## src/rtl/ram_pkg.sv

```systemverilog
// rtl/ram_pkg.sv - shared types and constants for the ram_sdp block
package ram_pkg;

    // Clear-sweep controller states
    typedef enum logic {
        INIT = 1'b0,
        RUN  = 1'b1
    } state_t;

    // Legal read latencies
    localparam int RD_LAT_1 = 1;
    localparam int RD_LAT_2 = 2;

endpackage

```

## src/rtl/ram_init_ctrl.sv

```systemverilog
// rtl/ram_init_ctrl.sv - clear-sweep FSM and address counter for ram_sdp
module ram_init_ctrl
    import ram_pkg::*;
#(
    parameter int DEPTH  = 32,
    parameter int ADDR_W = $clog2(DEPTH)
) (
    input  logic              clk,
    input  logic              rst,
    input  logic              init_req,
    output logic              init_busy,
    output logic [ADDR_W-1:0] init_ptr,
    output logic              init_we
);

    localparam logic [ADDR_W-1:0] LAST_ADDR = ADDR_W'(DEPTH - 1);

    state_t            r_state;
    state_t            w_state_nxt;
    logic [ADDR_W-1:0] r_ptr;
    logic [ADDR_W-1:0] w_ptr_nxt;

    // State and sweep pointer; reset always lands in INIT at address 0
    always_ff @(posedge clk or posedge rst) begin
        if (rst) begin
            r_state <= INIT;
            r_ptr   <= '0;
        end else begin
            r_state <= w_state_nxt;
            r_ptr   <= w_ptr_nxt;
        end
    end

    // Next state: sweep one word per cycle, requests during a sweep are ignored
    always_comb begin
        w_state_nxt = r_state;
        w_ptr_nxt   = r_ptr;
        case (r_state)
            INIT: begin
                if (r_ptr == LAST_ADDR) begin
                    w_state_nxt = RUN;
                    w_ptr_nxt   = '0;
                end else begin
                    w_ptr_nxt = r_ptr + 1'b1;
                end
            end
            RUN: begin
                if (init_req) begin
                    w_state_nxt = INIT;
                    w_ptr_nxt   = '0;
                end
            end
            default: begin
                w_state_nxt = INIT;
                w_ptr_nxt   = '0;
            end
        endcase
    end

    assign init_busy = (r_state == INIT);
    assign init_we   = (r_state == INIT);
    assign init_ptr  = r_ptr;

endmodule

```

## src/rtl/ram_sdp.sv

```systemverilog
// rtl/ram_sdp.sv - simple dual-port RAM with clear sweep; RAM_BYPASS_EN selects write-first collisions
module ram_sdp
    import ram_pkg::*;
#(
    parameter int                DATA_W   = 36,
    parameter int                DEPTH    = 32,
    parameter int                ADDR_W   = $clog2(DEPTH),
    parameter int                RD_LAT   = 1,
    parameter logic [DATA_W-1:0] INIT_VAL = '0
) (
    input  logic              clk,
    input  logic              rst,
    input  logic              wr_en,
    input  logic [ADDR_W-1:0] wr_addr,
    input  logic [DATA_W-1:0] wr_data,
    input  logic              rd_en,
    input  logic [ADDR_W-1:0] rd_addr,
    output logic [DATA_W-1:0] rd_data,
    output logic              rd_valid,
    input  logic              init_req,
    output logic              init_busy
);

    // One extra bit so DEPTH itself is representable when it is a power of two
    localparam logic [ADDR_W:0] DEPTH_W = (ADDR_W + 1)'(DEPTH);

    logic [DATA_W-1:0] r_mem [DEPTH];

    logic              w_init_busy;
    logic              w_init_we;
    logic [ADDR_W-1:0] w_init_ptr;
    logic              w_run;
    logic              w_wr_ok;
    logic              w_rd_req;
    logic [ADDR_W-1:0] w_rd_addr;
    logic              w_rd_in_range;
    logic [DATA_W-1:0] w_rd_word;
    logic [DATA_W-1:0] r_rd_data;
    logic              r_rd_valid;

    ram_init_ctrl #(
        .DEPTH  (DEPTH),
        .ADDR_W (ADDR_W)
    ) u_init_ctrl (
        .clk       (clk),
        .rst       (rst),
        .init_req  (init_req),
        .init_busy (w_init_busy),
        .init_ptr  (w_init_ptr),
        .init_we   (w_init_we)
    );

    assign w_run   = !w_init_busy;
    assign w_wr_ok = w_run && wr_en && ({1'b0, wr_addr} < DEPTH_W);

    // Array write port: sweep has priority, user writes only in RUN and in range
    always_ff @(posedge clk) begin
        if (w_init_we) begin
            r_mem[w_init_ptr] <= INIT_VAL;
        end else if (w_wr_ok) begin
            r_mem[wr_addr] <= wr_data;
        end
    end

    if (RD_LAT == RD_LAT_2) begin : g_lat2
        logic              r_req_q;
        logic [ADDR_W-1:0] r_addr_q;

        // Address stage: requests accepted in RUN stay in flight across a new sweep
        always_ff @(posedge clk or posedge rst) begin
            if (rst) begin
                r_req_q  <= 1'b0;
                r_addr_q <= '0;
            end else begin
                r_req_q <= w_run && rd_en;
                if (rd_en) begin
                    r_addr_q <= rd_addr;
                end
            end
        end

        assign w_rd_req  = r_req_q;
        assign w_rd_addr = r_addr_q;
    end else begin : g_lat1
        assign w_rd_req  = w_run && rd_en;
        assign w_rd_addr = rd_addr;
    end

    assign w_rd_in_range = ({1'b0, w_rd_addr} < DEPTH_W);

`ifdef RAM_BYPASS_EN
    logic w_fwd;
    assign w_fwd     = w_wr_ok && (wr_addr == w_rd_addr);
    assign w_rd_word = !w_rd_in_range ? '0 : (w_fwd ? wr_data : r_mem[w_rd_addr]);
`else
    assign w_rd_word = w_rd_in_range ? r_mem[w_rd_addr] : '0;
`endif

    // Output stage: data holds between reads, valid pulses once per accepted read
    always_ff @(posedge clk or posedge rst) begin
        if (rst) begin
            r_rd_valid <= 1'b0;
            r_rd_data  <= '0;
        end else begin
            r_rd_valid <= w_rd_req;
            if (w_rd_req) begin
                r_rd_data <= w_rd_word;
            end
        end
    end

    assign rd_data   = r_rd_data;
    assign rd_valid  = r_rd_valid;
    assign init_busy = w_init_busy;

endmodule
```

## config.mk

```make
export PLATFORM = sky130hd
export DESIGN_NAME = ram_sdp
export DESIGN_NICKNAME = d
export VERILOG_FILES = /design/src/rtl/ram_pkg.sv /design/src/rtl/ram_init_ctrl.sv /design/src/rtl/ram_sdp.sv
export SDC_FILE = /design/constraint.sdc
export NUM_CORES = 1
export LEC_CHECK = 0
export ABC_AREA = 1
export ABC_CLOCK_PERIOD_IN_PS = 3350
export BUFFER_PORTS_ARGS = -buffer_cell sky130_fd_sc_hd__buf_2
export CAP_MARGIN = 40
export CORE_MARGIN = 2
export CORE_UTILIZATION = 35
export CTS_BUF_LIST = sky130_fd_sc_hd__clkbuf_8
export CTS_CLUSTER_SIZE = 12
export DETAILED_ROUTE_END_ITERATION = 6
export GPL_TIMING_DRIVEN = 0
export PLACE_DENSITY = 0.5
export SETUP_SLACK_MARGIN = 0.15
export SLEW_MARGIN = 20
export SYNTH_ARGS = -nofsm -noshare
export SYNTH_HDL_FRONTEND = slang
export SYNTH_SLANG_ARGS = --single-unit
export TNS_END_PERCENT = 5
```

## constraint.sdc

```tcl
create_clock -name clk -period 3.35 [get_ports clk]
set_clock_uncertainty 0.05 [all_clocks]
set_input_delay 0.67 -clock clk [delete_from_list [all_inputs] [get_ports clk]]
set_output_delay 0.67 -clock clk [all_outputs]
set_load 0.02 [all_outputs]
```

==> summary.txt <==
CTS
----------------------------------------------------------------------------------------
CTS tree                                                                           built
CTS clock-pin slew for the worst setup and hold paths                            0.06 ns
Number of buffers on the longest clock path                                            3
H-tree depth reported by CTS                                                           4
Clock tree sinks                                                                    1195
Post-CTS Resized                                                                       0
TritonCTS buffer count                                                               197
Clock tree root buffer cell                                                     clkbuf_8
Clk_lat worst skew                                                               0.92 ns

POWER
----------------------------------------------------------------------------------------
Leak                                                                             21.8 nW
Power density over the cells                                                 675 nW/um^2
Total Power Consumption                                                          38.8 mW
IR Drop Worst-Case VDD                                                          0.499 mV

WORST HOLD PATH
----------------------------------------------------------------------------------------
Type of the worst min-delay path                                                  in2reg

TIMING
----------------------------------------------------------------------------------------
Setup violation total in the final timing report                                       0
Share of the cycle needed by the critical path after routing                       95.4%
Final critical path time including I/O delays and setup                          3.19 ns
Slew Viols, Final                                                                      0
Least-Margin Pin Slew                                                           0.937 ns
Headroom to the max-slew limit                                                     37.5%
Hold Fails Final Rpt                                                                   0
Peak Freq                                                                        313 MHz
Setup repair after global routing missed its margin                                 true

SYNTHESIS
----------------------------------------------------------------------------------------
Largest cells by area after synthesis                                       edfxtp_1 (71%), nand2_1 (12%), nand3_1 (10%)
Post-synthesis register bit count                                                   1195
Flip-flop cell with the highest count after synthesis                           edfxtp_1
Post-Synthesis Cell Area                                                     48500 sq um
Register area share after synthesis                                                73.6%
Cell type contributing the most total cell area after synthesis                 edfxtp_1
Complex-gate fraction of the synthesized area                                     0.116%
Synthesized netlist net count                                                       4158
Post-synth EDFFs                                                                    1152
Xor/xnor share of the synthesized area                                           0.0181%
Number of instances in the synthesized netlist                                      4105
Area share of and/or/nand/nor cells after synthesis                                22.6%
Async S/R FF share, synth                                                          3.60%
Area share of fa/ha/maj cells after synthesis                                    0.0516%
Top-area cell type share of the netlist area                                       71.3%
Number of distinct library cells after synthesis                                      22
Mux contribution to synthesized area                                                  0%
Dominant combinational cell family by area after synthesis                  simple AND/OR/NAND/NOR gates
Leading cell type by number of instances after synthesis                         nand2_1
Most frequent cells after synthesis                                         nand2_1 (1532), edfxtp_1 (1152), nand3_1 (977)
Number of warnings reported in the yosys synthesis log                                 0
Mean cell area of the mapped netlist                                          11.8 sq um

SETUP PATH
----------------------------------------------------------------------------------------
Cell family contributing the most delay on the critical path                simple AND/OR/NAND/NOR gates
Arr. time, crit path                                                             3.72 ns
Crit path buffers/inverters                                                            3
Cell with the largest stage delay on the worst path                               nor2_4
Max stage delay on crit path                                                     0.61 ns
Worst EP required                                                                3.87 ns
Most used cell along the critical path                                           nand2_1
Max FO, Critical Path                                                                 14
Crit start category                                                                 flop
Worst setup EP type                                                                 flop
Crit path kind                                                                   reg2reg
Worst-path cell chain                                                       nand2_2 -> buf_4 -> nand2_1 -> o21ai_0 -> inv_1 -> nor2_1 -> nand2_1 -> nor2_4 -> buf_12

DETAILED ROUTING
----------------------------------------------------------------------------------------
Average detailed-routed wire length per instance                                 27.5 um
Remaining routing DRC violations                                                       0
Drt first-iter violations                                                           4053
Count of antenna-violating nets left after detailed routing                            0
Number of search-and-repair iterations in the first detailed-routing pass              6
Final Routed Wirelength                                                           178 mm
Vias per cell                                                                       5.33
Detailed-route via count                                                           34400

FINISH
----------------------------------------------------------------------------------------
Area growth from synthesis to final layout                                         18.5%
Layout cell share with drive strength beyond 1                                     15.2%
Final Instance Count excl. Fillers                                                  6457
Number of nets in the layout                                                        4556

DIE
----------------------------------------------------------------------------------------
Number of top-level design ports                                                      89
Starting density of the core                                                       35.3%
Number of rows in the core area                                                      136
Overall die height                                                                376 um
Floorplan core area                                                         137000 sq um
Die area                                                                    142000 sq um
Horizontal die dimension                                                          376 um

PLACEMENT
----------------------------------------------------------------------------------------
Estimated wirelength of the detail-placed design                                  120 mm
Buffers on Ports                                                                      83
Gpl congestion                                                                     0.834
Placed instance count                                                               6081

GRT
----------------------------------------------------------------------------------------
Met1 demand-to-capacity share in global routing                                    34.9%
Grt total ovfl                                                                         0
First-pass GRT wire length                                                        244 mm
Overall routing resource usage                                                     24.8%
Global-route layer with the greatest usage                                          met2
Met3 capacity usage during global routing                                          5.03%
Antenna violations before repair                                                       8
Maximum number of pins on one net before global-route repair                          33
Via count of the first global-routing pass                                         32200
Global Route met2 Usage                                                            37.8%

FLOW RUN
----------------------------------------------------------------------------------------
Number of max-cap violations                                                           0

OUTCOME
----------------------------------------------------------------------------------------
Status                                                                         completed

-- metal layers --
layer | part of all wire [%] | wire, um | vias up
met3 | 8.9 | 15900 | 298
li1 | - | - | 15200
met1 | 43 | 76500 | 17200
met2 | 45 | 79400 | 1759
met5 | 0 | 0 | -
met4 | 3.4 | 6110 | 0
-- flip-flops by register name, indices dropped and copies added (netlist names) --
| signal | count |
|---|---|
| r_mem | 1152 |
| rd_data | 36 |
| rd_valid | 1 |
| u_init_ctrl.init_ptr | 5 |
| u_init_ctrl.r_state | 1 |
-- per-stage QoR --
| stage | area (sq um) | setup slack (ns) | hold slack (ns) | utilization [%] | TNS, ns |
|---|---|---|---|---|---|
| after CTS | 57300 | 0.0662 | 0.0285 | 41.7 | 0 |
| after global placement | 51100 | -3.36 | 0.415 | 37.2 | -3969.44 |
| after floorplan | 48500 | -0.0789 | 0.449 | - | -42.98 |
| final | 57400 | 0.156 | 0.118 | 41.8 | 0 |
| after global routing | 57400 | 0.0284 | 0.0806 | 41.8 | 0 |
| after detailed placement | 53700 | -0.287 | 0.411 | 39.1 | -18.01 |
-- cell usage in the layout, fill, tap and decap left out --
| cell type | instances |
|---|---|
| nand2_1 | 1531 |
| edfxtp_1 | 1152 |
| nand3_1 | 977 |
| clkbuf_8 | 206 |
| buf_2 | 194 |
| inv_1 | 134 |
| nor2_4 | 67 |
| buf_12 | 65 |
| buf_4 | 53 |
| buf_6 | 50 |
| dfrtp_1 | 43 |
| clkinv_1 | 39 |
| clkbuf_1 | 30 |
| buf_16 | 23 |
| buf_1 | 20 |
| clkinv_2 | 10 |
| o21ai_0 | 9 |
| buf_8 | 9 |
| diode_2 | 7 |
| nor2_1 | 7 |
| clkbuf_2 | 6 |
| inv_8 | 4 |
| inv_6 | 4 |
| inv_2 | 3 |
| clkinv_8 | 3 |
| nand2_2 | 2 |
| inv_4 | 2 |
| or2_2 | 2 |
| ha_1 | 2 |
| clkinvlp_4 | 2 |
| dlygate4sd3_1 | 2 |
| nor2_2 | 1 |
| a21oi_1 | 1 |
| o22ai_1 | 1 |
| xor2_1 | 1 |
| bufinv_16 | 1 |
-- worst reg2reg max path, stage by stage (launching register included) --
cell and delay [ns]:
dfrtp_1 0.45, nand2_2 0.17, buf_4 0.38, nand2_1 0.08, o21ai_0 0.25, inv_1 0.13, nor2_1 0.15, nand2_1 0.28
nor2_4 0.62, buf_12 0.28
-- path summary, 6_finish.rpt --
| kind | slack [ns] | cells past startpoint | startpoint | endpoint |
|---|---|---|---|---|
| setup reg to reg | 0.16 | 9 | u_init_ctrl.r_state$_DFF_PP0_ | r_mem[14][20]$_DFFE_PP_ |
| hold reg to reg | 0.42 | 2 | rd_data[28]$_DFFE_PP0P_ | rd_data[28]$_DFFE_PP0P_ |
| max in group asynchronous | 2.46 | 4 | rst | rd_data[24]$_DFFE_PP0P_ |
| hold / removal | 0.12 | 3 | wr_data[29] | r_mem[12][29]$_DFFE_PP_ |
| setup / recovery | 0.16 | 9 | u_init_ctrl.r_state$_DFF_PP0_ | r_mem[14][20]$_DFFE_PP_ |
| min in group asynchronous | 0.20 | 3 | rst | rd_data[14]$_DFFE_PP0P_ |
-- layout make-up --
class                   count  area, sq um
repair buffers            199         2670
inverters                  56          223
clock inverters           146          674
clock buffers             206         2840
plain buffers             253         1570
flip-flops and latches   1195        35700
fillers                 13000        80100
well taps                1794         2240
multi-input cells        2601        11500
diodes                      7         17.5
-- where the power goes --
group,internal [mW],leakage [nW],switching [mW]
combinational,2.05,8.45,5.52
sequential,18.9,11.3,0.468
clock,5.75,2.10,6.02
-- cell families (layout without fill, tap and decap cells) --
| family | after synthesis | in the layout |
|---|---|---|
| other | 0 | 7 |
| AO/OA/AOI/OAI | 11 | 11 |
| buffers and inverters | 309 | 860 |
| adder cells (fa/ha/maj) | 2 | 2 |
| flip-flops | 1195 | 1195 |
| AND/OR/NAND/NOR | 2587 | 2587 |
| XOR/XNOR | 1 | 1 |
-- repair_timing --
| action | 4_1_cts | 5_1_grt |
|---|---|---|
| setup buffers | 3 | 6 |
| pin swaps | 1 | 2 |
| hold buffers | 2 | 0 |
| endpoints found under the setup margin | 27 | 176 |
| hold endpoints to repair | 44 | 0 |
No activity file was read; power rests on OpenSTA's default activity.
